--- config.mk ---
export PLATFORM = sky130hd
export DESIGN_NAME = config_loader_flat
export DESIGN_NICKNAME = d
export VERILOG_FILES = /design/src/rtl/config_loader_if.sv /design/src/rtl/config_loader.sv /design/src/flat_wrapper.sv
export SDC_FILE = /design/constraint.sdc
export NUM_CORES = 1
export LEC_CHECK = 0
export CORE_UTILIZATION = 60
export CTS_BUF_LIST = sky130_fd_sc_hd__clkbuf_16
export DETAILED_ROUTE_END_ITERATION = 12
export GPL_TIMING_DRIVEN = 0
export HOLD_SLACK_MARGIN = 0.02
export PLACE_DENSITY = 0.83
export SLEW_MARGIN = 20
export SYNTH_ARGS = -nofsm -noshare
export SYNTH_HDL_FRONTEND = slang
export SYNTH_SLANG_ARGS = --single-unit
--- constraint.sdc ---
create_clock -name clk -period 5.89 [get_ports clk]
set_input_delay 0.8835 -clock clk [delete_from_list [all_inputs] [get_ports clk]]
set_output_delay 0.8835 -clock clk [all_outputs]
set_load 0.02 [all_outputs]
--- src/rtl/config_loader_if.sv ---
// config_loader_if: host command handshake plus configuration write bus
interface config_loader_if;
   logic       cmd_valid;
   logic [3:0] cmd_data;
   logic       cmd_ready;
   logic [1:0] config_addr;
   logic [1:0] config_data;
   logic       config_en;
   logic       boot_done;
   logic       busy;
   modport master (
      input  cmd_valid, cmd_data,
      output cmd_ready, config_addr, config_data, config_en, boot_done, busy
   );
   modport slave (
      output cmd_valid, cmd_data,
      input  cmd_ready, config_addr, config_data, config_en, boot_done, busy
   );
endinterface

--- src/rtl/config_loader.sv ---
// config_loader: replays a boot write sequence, then drains host commands with idle gaps
module config_loader #(
   parameter logic [1:0] BOOT_CH0    = 2'h0,
   parameter logic [1:0] BOOT_CH1    = 2'h1,
   parameter logic [1:0] BOOT_CH2    = 2'h2,
   parameter logic       BOOT_CRC_EN = 1'b0,
   parameter int         GAP_CYCLES  = 2,
   parameter int         FIFO_DEPTH  = 4
) (
   input logic              clk,
   input logic              rst,
   config_loader_if.master  bus
);
   localparam int AW = $clog2(FIFO_DEPTH);
   typedef enum logic {S_BOOT, S_RUN} state_t;
   state_t         state, state_nx;
   logic [1:0]     boot_idx;
   logic [3:0]     gap_cnt;
   logic [3:0]     mem [FIFO_DEPTH];
   logic [AW-1:0]  wr_ptr, rd_ptr;
   logic [AW:0]    count;
   logic           full, empty, push, pop, issue;
   logic [1:0]     boot_data, nx_addr, nx_data;
   assign full          = count == (AW+1)'(FIFO_DEPTH);
   assign empty         = count == '0;
   assign push          = bus.cmd_valid & ~full;
   assign bus.cmd_ready = ~full;
   assign bus.boot_done = state == S_RUN;
   assign bus.busy      = (state != S_RUN) | ~empty | (gap_cnt != 4'd0) | bus.config_en;
   // phase register: boot replay until the last boot entry is issued
   always_ff @(posedge clk or posedge rst)
      if (rst) state <= S_BOOT;
      else     state <= state_nx;
   // leave boot on the edge that issues the final boot entry
   always_comb state_nx = (state == S_BOOT && issue && boot_idx == 2'd3) ? S_RUN : state;
   // issue decision and the write selected from boot table or FIFO head
   always_comb begin
      boot_data = boot_idx == 2'd0 ? BOOT_CH0 :
                  boot_idx == 2'd1 ? BOOT_CH1 :
                  boot_idx == 2'd2 ? BOOT_CH2 : {1'b0, BOOT_CRC_EN};
      issue     = gap_cnt == 4'd0 && (state == S_BOOT || !empty);
      pop       = issue && state == S_RUN;
      nx_addr   = state == S_BOOT ? boot_idx  : mem[rd_ptr][3:2];
      nx_data   = state == S_BOOT ? boot_data : mem[rd_ptr][1:0];
   end
   // write strobe, held address/data, gap countdown and boot progress
   always_ff @(posedge clk or posedge rst)
      if (rst) begin
         bus.config_addr <= '0;
         bus.config_data <= '0;
         bus.config_en   <= 1'b0;
         gap_cnt         <= '0;
         boot_idx        <= '0;
      end else begin
         bus.config_en <= issue;
         gap_cnt       <= issue ? 4'(GAP_CYCLES) : (gap_cnt != 4'd0 ? gap_cnt - 4'd1 : gap_cnt);
         if (issue) begin
            bus.config_addr <= nx_addr;
            bus.config_data <= nx_data;
         end
         if (issue && state == S_BOOT) boot_idx <= boot_idx + 2'd1;
      end
   // FIFO pointers and occupancy; push and pop may coincide
   always_ff @(posedge clk or posedge rst)
      if (rst) begin
         wr_ptr <= '0;
         rd_ptr <= '0;
         count  <= '0;
      end else begin
         if (push) wr_ptr <= wr_ptr + 1'b1;
         if (pop)  rd_ptr <= rd_ptr + 1'b1;
         count <= count + (AW+1)'(push) - (AW+1)'(pop);
      end
   // FIFO storage needs no reset; occupancy gates every read
   always_ff @(posedge clk)
      if (push) mem[wr_ptr] <= bus.cmd_data;
endmodule

--- src/flat_wrapper.sv ---
// flat-port wrapper written by rule: the top's interface ports become plain ports
module config_loader_flat 
#(
   parameter logic [1:0] BOOT_CH0    = 2'h0,
   parameter logic [1:0] BOOT_CH1    = 2'h1,
   parameter logic [1:0] BOOT_CH2    = 2'h2,
   parameter logic       BOOT_CRC_EN = 1'b0,
   parameter int         GAP_CYCLES  = 2,
   parameter int         FIFO_DEPTH  = 4
)
  (clk, rst, bus_cmd_valid, bus_cmd_data, bus_cmd_ready, bus_config_addr, bus_config_data, bus_config_en, bus_boot_done, bus_busy);
  config_loader_if bus_i ();
  input logic clk;
  input logic rst;
  input wire logic [$bits(bus_i.cmd_valid)-1:0] bus_cmd_valid;
  input wire logic [$bits(bus_i.cmd_data)-1:0] bus_cmd_data;
  output wire logic [$bits(bus_i.cmd_ready)-1:0] bus_cmd_ready;
  output wire logic [$bits(bus_i.config_addr)-1:0] bus_config_addr;
  output wire logic [$bits(bus_i.config_data)-1:0] bus_config_data;
  output wire logic [$bits(bus_i.config_en)-1:0] bus_config_en;
  output wire logic [$bits(bus_i.boot_done)-1:0] bus_boot_done;
  output wire logic [$bits(bus_i.busy)-1:0] bus_busy;
  assign bus_i.cmd_valid = bus_cmd_valid;
  assign bus_i.cmd_data = bus_cmd_data;
  assign bus_cmd_ready = bus_i.cmd_ready;
  assign bus_config_addr = bus_i.config_addr;
  assign bus_config_data = bus_i.config_data;
  assign bus_config_en = bus_i.config_en;
  assign bus_boot_done = bus_i.boot_done;
  assign bus_busy = bus_i.busy;
  config_loader #(.BOOT_CH0(BOOT_CH0), .BOOT_CH1(BOOT_CH1), .BOOT_CH2(BOOT_CH2), .BOOT_CRC_EN(BOOT_CRC_EN), .GAP_CYCLES(GAP_CYCLES), .FIFO_DEPTH(FIFO_DEPTH)) u_core (.clk(clk), .rst(rst), .bus(bus_i));
endmodule
Word level (Yosys, flattened, before mapping)
Memories as Yosys holds them, arrays and structs flattened.
Index checks and enable logic that the tools add are counted.

storage, ports and cells
  bits in read-only memories = 0
  register bits = 19
  latch bits = 0
  logic and storage cells = 47
  memories = 1
  input bits = 7
  output and inout bits = 8
  memory bits (writable) = 16

memories
  name        words  width  rd ports  clocked after Yosys merged registers in  wr ports  line                 text
  u_core.mem  4      4      1         0                                        1         config_loader.sv:19  logic [3:0] mem [FIFO_DEPTH];

cells by class
  shift operators = 0
  divide/modulo/power cells = 0
  multiply operators = 0
  reductions and logical operators = 11
  magnitude comparators = 0
  add/subtract/negate cells = 6
  equality and inequality tests = 4
  muxes and demuxes = 9
  bitwise operators = 7

operator list
  cell                                                                 count
  2-bit 2-to-1 mux                                                     5
  4-bit 2-to-1 mux                                                     2
  2-bit by 1-bit adder with 2-bit output (second input constant)       3
  2-bit == test (second input constant)                                2
  1-bit logical AND                                                    4
  4-bit logical NOT                                                    1
  4-bit nonzero test                                                   1
  4-bit by 1-bit subtractor with 4-bit output (second input constant)  1
  3-bit by 1-bit adder with 3-bit output                               1
  3-bit == test (second input constant)                                1
  3-bit logical NOT                                                    1
  1-bit inverter                                                       3
  1-bit bitwise OR                                                     3
  3-bit by 1-bit subtractor with 3-bit output                          1
  2-bit by 1-bit == test with 1-bit output (second input constant)     1
  2-bit logical NOT                                                    1
  1-bit 2-to-1 mux                                                     2
  2-bit nonzero test                                                   1
  1-bit AND                                                            1
  1-bit logical NOT                                                    1
  1-bit logical OR                                                     1

Logic depth before layout (Yosys ltp)
  depth in word-level cells = 6
  gate-level depth with buffers = 11
  gate-level depth less buffers = 11

Worst setup path before layout
OpenSTA, ideal clock, no wires.

  kind = reg2reg
  start = register u_core.state (netlist: u_core.bus.boot_done)
  end = register u_core.count[2]
  clock period less this slack = 2.613 ns
  setup time = 0.125 ns
  path slack = 3.277 ns
  cell stages (with the launch flop) = 12
  arrival time = 2.488 ns
  data required time = 5.765 ns
  path buffers = 2
  cells stage by stage = dfrtp_1 buf_6 or4b_1 buf_2 and3_1 ha_1 inv_1 ha_1 inv_1 fa_1 xnor2_1 xnor2_1

between the ends
  word-level cells in the longest chain between the ends = 5

RTL lines
  what                                           line                 text
  from (decl)                                    config_loader.sv:16  state_t state, state_nx;
  from (signal assigned)                         config_loader.sv:33  else state <= state_nx;
  1-bit inverter                                 config_loader.sv:41  issue = gap_cnt == 4'd0 && (state == S_BOOT || !empty);
  1-bit logical OR                               config_loader.sv:41
  1-bit logical AND                              config_loader.sv:41
  1-bit logical AND *                            config_loader.sv:42  pop = issue && state == S_RUN;
  via u_core.pop                                 config_loader.sv:22  logic full, empty, push, pop, issue;
  3-bit by 1-bit subtractor with 3-bit output *  config_loader.sv:72  count <= count + (AW+1)'(push) - (AW+1)'(pop);
  to (signal assigned)                           config_loader.sv:72
  to (decl)                                      config_loader.sv:21  logic [AW:0] count;

Mark *: on every way through the listed nets, which the timed path passes. The rest lies on a longest branch.
A chain may end at the register's enable or synchronous reset.

Worst setup path after layout
  start = register u_core.count[1]
  end = output bus_busy

between the ends
  word-level cells in the longest chain between the ends = 5

RTL lines
  what                           line                 text
  3-bit logical NOT              config_loader.sv:25  assign empty = count == '0;
  1-bit inverter                 config_loader.sv:29  assign bus.busy = (state != S_RUN) | ~empty | (gap_cnt != 4'd0) | bus.config_en;
  1-bit bitwise OR (3 in a row)  config_loader.sv:29
  to (decl)                      flat_wrapper.sv:22   output wire logic [$bits(bus_i.busy)-1:0] bus_busy;

Every way passes these cells.

==> results.txt <==
Run status - completed
Dpl ws - 2.94 ns
Area growth, synth to finish - 21.2%
WP data arrival - 2.35 ns
Clock-pin slew on the worst setup and hold paths - 0.05 ns
EDFF count, synth - 16
Worst Clk Skew - 0.00443 ns
Crit-path max FO - 8
Sequential fraction of the synthesis area - 59.3%
Row cnt - 18
RSZ-0062 raised after global routing - no
DR DRC count - 0
Largest cells by area after synthesis - edfxtp_1 30%, dfrtp_1 30%, ha_1 7.8%, mux4_2 5.6%, mux2i_1 3.7%
Area fraction of the dominant cell type after synthesis - 29.8%
Cell with the most instances after synthesis - dfrtp_1
Peak VDD IR - 441 µV
GPL Wtd Cong - 0.698
WL/cell - 15.9 µm
Cts repair resizes - 0
Width of the die - 53.8 µm
Max_cap viols - 0
Cts hold-fix bufs - 0
Synth area leader - edfxtp_1
First-pass GRT wire length - 4150 µm
Distinct cell type count after synthesis - 31
Chip height - 53.8 µm
Via-to-Cell Ratio - 5.33
Syn Area/Cell - 14.7 µm²
Asr flop ratio synth - 54.3%
Layout cells sized above 1 - 17.4%
Clock sinks - 35
Total global-route track usage - 22.1%
Dpl hpwl - 1900 µm
Drt pass-1 iters - 4
Final WS setup - 2.66 ns
Ys flop type - dfrtp_1
TritonCTS Buffers - 5
Setup Crit Path Kind - flop to output port
Finished Cell Area - 0.00195 mm²
Worst slew pin tran - 0.728 ns
CTS Root Cell - clkbuf_16
Final nets - 149
Final Cycle Share - 54.9%
Final Hold Slack - 0.510 ns
Die area - 0.00290 mm²
Core Box Area - 0.00250 mm²
PwrDens - 533 mW/mm²
Post-synthesis cell count - 110
Final cell count without fillers - 162
Final hold viol count - 0
WL final - 2570 µm
Pin count of the biggest net entering global routing - 20
Synth Register Bits - 35
Ports - 15
Slew Limit Headroom - 51.4%
DRT iter0 DRCs - 16
Initial Util - 64.5%
Startpoint Class - flop
N_diodes - 0
Final setup viols - 0
CTS H-Tree Depth - 2
Total Neg Setup Slack - 0 ns
Fin crit period - 3.23 ns
Most instantiated cells after synthesis - 19 x dfrtp_1, 16 x edfxtp_1, 12 x inv_1, 10 x ha_1, 6 x mux2i_1
Max Fclk - 309 MHz
Clk buf depth - 2
Post-Route Utilization - 78.1%
Initial antenna violation count - 0
Crit end category - output port
Clock latency on the worst-skew pair - 0.27 ns
Final slew viol count - 0
Placed cell area - 0.00179 mm²
Total power draw - 1.04 mW
Mapped Nets - 128
Post-CTS Setup Bufs - 0
Post-route ant nets - 0
CP Data Required Time - 5.01 ns
Placed insts - 154
Min-delay worst type - flop to flop
DR vias - 864
Vias in the first global route - 903
CTS tree - built
Post-synth design cell area - 0.00161 mm²
Leak Pwr - 0.850 nW
PortBufs - 14
GRT Residual Overflow - 0
Synth Warn # - 0
placed cells by master (no fill, tap or decap), types with 2 or more instances in the layout:
| master | count |
|---|---|
| buf_2 | 2 |
| and2_1 | 4 |
| inv_1 | 12 |
| buf_6 | 2 |
| dfrtp_1 | 19 |
| xnor2_1 | 5 |
| clkdlybuf4s50_1 | 14 |
| nor2_1 | 2 |
| ha_1 | 10 |
| clkbuf_16 | 5 |
| mux4_2 | 4 |
| mux2i_1 | 6 |
| a21oi_1 | 5 |
| a21oi_2 | 4 |
| edfxtp_1 | 16 |
| a21o_1 | 2 |
path summary, 6_finish.rpt:
path | from | depth (start not counted) | to | slack, ns
max in group asynchronous | rst | 2 | u_core.rd_ptr[0] | 4.40
worst max-delay path | u_core.count[1] | 5 | bus_busy | 2.66
worst min register to register | u_core.gap_cnt[0] | 1 | u_core.gap_cnt[0] | 0.51
min in group asynchronous | rst | 2 | u_core.count[1] | 1.03
worst max register to register | u_core.gap_cnt[0] | 11 | u_core.count[2] | 3.13
worst min-delay path | u_core.gap_cnt[0] | 1 | u_core.gap_cnt[0] | 0.51
per-layer routing:
| layer | vias up | share of wire [%] | track usage, % | routed length, µm |
|---|---|---|---|---|
| li1 | 424 | - | - | - |
| met1 | 419 | 41 | 23.6 | 1060 |
| met2 | 17 | 54 | 38.1 | 1400 |
| met3 | 4 | 3.6 | 9.32 | 92 |
| met4 | 0 | 0.97 | 9.21 | 25 |
| met5 | - | 0 | 0 | 0 |
critical path, stage by stage, from the launching register on:
cell,delay (ns)
dfrtp_1,0.43
or4b_1,0.52
buf_2,0.19
nand2b_4,0.16
or2_1,0.23
clkdlybuf4s50_1,0.54
registers in the layout (all words and copies together) (netlist names):
signal,cells
u_core.boot_idx,2
u_core.bus.boot_done,1
u_core.bus.config_addr,2
u_core.bus.config_data,2
u_core.bus.config_en,1
u_core.count,3
u_core.gap_cnt,4
u_core.mem,16
u_core.rd_ptr,2
u_core.wr_ptr,2
logic make-up (layout without fill, tap and decap cells):
kind of cell    count (synthesis)  in the layout  share of synthesized area [%]
mux                            11             11                           10.0
compound gates                 13             13                           5.43
simple gates                   18             18                           8.15
flops                          35             35                           59.3
buf+inv                        16             38                           4.81
fa+ha+maj                      11             11                           9.01
xor+xnor                        6              6                           3.26
area by class of cell:
class,instances,area (µm²)
Fill cell,155,547
Clock buffer,5,125
Timing Repair Buffer,14,140
Buffer,4,32.5
Tap cell,30,37.5
Clock inverter,3,38.8
Sequential cell,35,956
Multi-Input combinational cell,59,578
Inverter,12,45.0
power breakdown:
group          total (mW)  internal, mW  switching (mW)
logic               0.361         0.181           0.180
clock network       0.287         0.197          0.0899
registers           0.393         0.339          0.0535
(Power assumes the default switching activity.)
